===== src/rtl/oam_dma_ctrl.sv =====
// Sprite DMA engine: a write of a page number to DMA_REG_ADDR stalls
// the CPU and copies that 256-byte page into the PPU OAM data port.
module oam_dma_ctrl #(
  parameter logic [15:0] DMA_REG_ADDR  = 16'h4014,
  parameter logic [15:0] OAM_PORT_ADDR = 16'h2004
) (
  input  logic        sys_clock,
  input  logic        reset,
  input  logic [15:0] cpu_addr,
  input  logic [7:0]  cpu_wdata,
  input  logic        cpu_we,
  input  logic        cpu_rd_cycle,
  output logic        cpu_rdy,
  output logic [7:0]  cpu_rdata,
  output logic [15:0] bus_addr,
  output logic [7:0]  bus_wdata,
  output logic        bus_we,
  input  logic [7:0]  bus_rdata,
  output logic        dma_busy
);

  typedef enum logic [2:0] {
    S_IDLE,
    S_HALT,
    S_ALIGN,
    S_READ,
    S_WRITE
  } state_e;

  state_e     state_q, state_d;
  logic [7:0] page_q, page_d;
  logic [7:0] idx_q, idx_d;
  logic [7:0] data_q, data_d;
  logic       par_q;
  logic       trig;

  assign trig = cpu_we && (cpu_addr == DMA_REG_ADDR);

  always_ff @(posedge sys_clock) begin
    if (!reset) begin
      state_q <= S_IDLE;
      page_q  <= 8'h00;
      idx_q   <= 8'h00;
      data_q  <= 8'h00;
      par_q   <= 1'b0;
    end else begin
      state_q <= state_d;
      page_q  <= page_d;
      idx_q   <= idx_d;
      data_q  <= data_d;
      par_q   <= ~par_q;
    end
  end

  // READ must land on an even cycle; an odd HALT exit goes via ALIGN
  always_comb begin
    state_d = state_q;
    page_d  = page_q;
    idx_d   = idx_q;
    data_d  = data_q;
    unique case (state_q)
      S_IDLE: begin
        if (trig) begin
          page_d  = cpu_wdata;
          idx_d   = 8'h00;
          state_d = S_HALT;
        end
      end
      S_HALT: begin
        if (cpu_rd_cycle) begin
          state_d = par_q ? S_READ : S_ALIGN;
        end
      end
      S_ALIGN: begin
        state_d = S_READ;
      end
      S_READ: begin
        data_d  = bus_rdata;
        state_d = S_WRITE;
      end
      S_WRITE: begin
        idx_d   = idx_q + 8'd1;
        state_d = (idx_q == 8'hFF) ? S_IDLE : S_READ;
      end
      default: begin
        state_d = S_IDLE;
      end
    endcase
  end

  always_comb begin
    cpu_rdy   = (state_q == S_IDLE);
    dma_busy  = (state_q != S_IDLE);
    cpu_rdata = bus_rdata;
    bus_addr  = cpu_addr;
    bus_wdata = cpu_wdata;
    bus_we    = cpu_we;
    if (!reset) begin
      bus_we = 1'b0;
    end else begin
      unique case (state_q)
        S_READ: begin
          bus_addr = {page_q, idx_q};
          bus_we   = 1'b0;
        end
        S_WRITE: begin
          bus_addr  = OAM_PORT_ADDR;
          bus_wdata = data_q;
          bus_we    = 1'b1;
        end
        default: begin
          bus_we = cpu_we;
        end
      endcase
    end
  end

endmodule


===== config.mk =====
export PLATFORM = sky130hd
export DESIGN_NAME = oam_dma_ctrl
export DESIGN_NICKNAME = d
export VERILOG_FILES = /design/src/rtl/oam_dma_ctrl.sv
export SDC_FILE = /design/constraint.sdc
export NUM_CORES = 1
export LEC_CHECK = 0
export BUFFER_PORTS_ARGS = -buffer_cell sky130_fd_sc_hd__buf_2
export CORE_MARGIN = 5
export CORE_UTILIZATION = 40
export CTS_CLUSTER_SIZE = 40
export DETAILED_ROUTE_END_ITERATION = 12
export GPL_ROUTABILITY_DRIVEN = 0
export GPL_TIMING_DRIVEN = 0
export PLACE_DENSITY = 0.78
export SLEW_MARGIN = 5
export SYNTH_ARGS = -nofsm -noshare
export SYNTH_HDL_FRONTEND = slang
export SYNTH_SLANG_ARGS = --single-unit

===== constraint.sdc =====
create_clock -name sys_clock -period 1.8 [get_ports sys_clock]
set_clock_uncertainty 0.2 [all_clocks]
set_input_delay 0.18 -clock sys_clock [delete_from_list [all_inputs] [get_ports sys_clock]]
set_output_delay 0.18 -clock sys_clock [all_outputs]
set_load 0.05 [all_outputs]

==> impl_results.md <==
- Die Width: 73.3 microns
- Netlist cell types: 44
- CP required: 1420 ps
- Most common cell after layout, fill and taps aside: buf_2
- Sequential share of the synthesized area: 35.0%
- Most frequent cells in the layout: 45 x buf_2, 34 x buf_6, 25 x dfxtp_1, 24 x buf_4, 17 x nor2_1
- Global-route wire length before repair: 9.41 mm
- Initial antenna violation count: 0
- Post-route clock period utilization: 121%
- Max-cap viol count: 0
- Clock sinks: 28
- Num CTS Buffers: 3
- Post-synth EDFFs: 0
- Met3 routed WL: 380 microns
- Io pins: 71
- Maximum vdd drop: 0.352 mV
- Clk_lat worst skew: 280 ps
- Antenna viol nets, final: 0
- TritonCTS clock tree: built
- Pleak: 0.00136 uW
- Fmax: 460 MHz
- CP Class: reg -> out
- Worst Path Arrival: 1790 ps
- Post-synth top flop: dfxtp_1
- R2R depth: 7
- Layout net count: 331
- Top cell type's share of synthesized area: 35.0%
- Crit path launch type: register
- Row count: 23
- Mapped Cells: 173
- Worst hold path type: in -> reg
- Pre-CTS setup slack: -285 ps
- Worst R2R Setup Slack: -80 ps
- Tmin final: 2170 ps
- PD cells: 474 mW/mm^2
- Largest net degree at the start of global routing: 16
- Total global-route track usage: 22.4%
- Synth area leaders: dfxtp_1 35%, a22o_1 7.7%, mux2_2 5.6%
- Async S/R FF share, synth: 0%
- Share of post-route cells with drive strength above 1: 58.4%
- Hold WS: -13.2 ps
- Failing checks: hold timing, setup timing
- Root buffer cell: clkbuf_8
- Deepest clock path buffer count: 2
- Total power: 1430 uW
- DRT met1 WL: 2.60 mm
- Fin. max-slew vios: 0
- Cell accounting for the most synthesized area: dfxtp_1
- Worst Tran Pin Value: 447 ps
- CTS clock-pin slew for the worst setup and hold paths: 110 ps
- Cell area after synthesis: 0.00160 sq mm
- WL/cell: 18.8 microns
- I/O Buffers: 69
- Outcome: finished, violations left
- Crit. End Element: output port
- Hold violation count in the final report: 1
- Max-slew headroom: 70.1%
- Met2 WL: 3.33 mm
- Worst r2r src: state_q[1]
- Die Area: 0.00537 sq mm
- H-Tree Depth: 1
- Syn Nets: 210
- CP max FO: 5
- Iter 0 DRT Violations: 84
- Flop and latch count out of synthesis: 28
- Overflow after GRT: 0
- Mean post-synth cell area: 9.26 sq um
- Drt first pass iters: 4
- Unrepaired setup endpoints after global routing: yes
- Post-route DRC: 0
- Synth-to-Final Area Change: 88.4%
- Die Height: 73.3 microns
- Critical Path Start: state_q[2]
- Worst setup margin: -373 ps
- Initial Utilization: 40.6%
- Vias in the first global route: 1,982
- Placeable Area: 0.00394 sq mm
- Setup-failing EPs final: 35
- DPL Wire Length: 3.40 mm
- Synth warnings: 0
- Routed via count: 1,963
- Critical Path End: bus_addr[4]
- WL final: 6.45 mm
- Via density: 5.72
- R2R Path End: page_q[1]
- Antenna cells: 0
- Uppermost layer routed: met4
-- worst min path at each step --
| stage | from | end | cells past startpoint | slack [ps] |
|---|---|---|---|---|
| after floorplan | bus_rdata[0] | data_q[0] | 2 | 120 |
| after global placement | par_q | par_q | 1 | 200 |
| after detailed placement | par_q | par_q | 1 | 200 |
| after CTS | cpu_wdata[0] | page_q[0] | 3 | 0.4 |
| after global routing | cpu_wdata[4] | page_q[4] | 3 | 2 |
| final | cpu_wdata[4] | page_q[4] | 3 | -10 |
-- critical path: stages, from the launching register on --
cell	delay (ps)
dfxtp_2	340
buf_6	120
nor3b_4	140
buf_6	140
a21oi_4	270
clkbuf_16	220
a22o_2	130
buf_6	150
-- registers in the layout, summed over array words and instances (netlist names) --
signal and cells:
page_q 8, state_q 3, par_q 1, data_q 8, idx_q 8
-- timing repair --
item,4_1_cts,5_1_grt
gates resized for setup,80,40
pin swaps,8,18
endpoints found under the hold margin,13,1
hold buffers,13,1
cloned,2,0
setup buffers,20,12
endpoints found under the setup margin,28,37
-- power breakdown --
part	switching [uW]	internal, uW
logic	230	167
registers	0.815	618
clock network	218	196
total	448	981
-- synth_stat cells, types with 2 or more instances --
cell / number
dfxtp_1: 28
nor2_1: 18
a22o_1: 14
a21oi_1: 11
nand4_1: 10
buf_4: 9
mux2_2: 8
mux2i_1: 8
o31ai_1: 8
nand2_1: 7
xor2_1: 5
nand3_1: 4
buf_2: 3
inv_1: 3
and2_1: 2
buf_6: 2
clkbuf_1: 2
nand3b_1: 2
nor3_1: 2
o221a_2: 2
o22a_1: 2
-- final cells by class --
class	instances	area [sq um]
multi-input cells	124	1140
repair buffers	116	1020
fillers	204	925
flip-flops and latches	28	569
plain buffers	16	139
well taps	50	62.6
clock buffers	4	55.1
inverters	5	28.8
-- stage by stage --
step | utilization, % | TNS (ps) | std cells | instance area (sq um)
after floorplan | - | -508 | 173 | 1680
after global placement | 53.0 | -6720 | 292 | 2090
after detailed placement | 53.0 | -7320 | 292 | 2090
after CTS | 69.5 | -7390 | 331 | 2740
after global routing | 76.5 | -10190 | 343 | 3020
final | 76.5 | -8100 | 343 | 3020
-- metal layers --
layer / vias up / GRT usage [%]
met5: - / 0
met4: 0 / 7.17
met3: 15 / 4.65
met2: 84 / 40.9
met1: 981 / 25.8
li1: 883 / -
-- cells by family (layout without fill, tap and decap cells) --
logic type	count (synthesis)	count (layout)	share of synthesized area, %
AO/OA/AOI/OAI	45	45	22.3
XOR/XNOR	5	5	2.73
adder cells (fa/ha/maj)	1	1	0.781
buffers and inverters	22	141	8.75
flip-flops	28	28	35.0
multiplexers	16	16	10.6
AND/OR/NAND/NOR	56	57	19.8
Power figures use the tool's default switching activity.
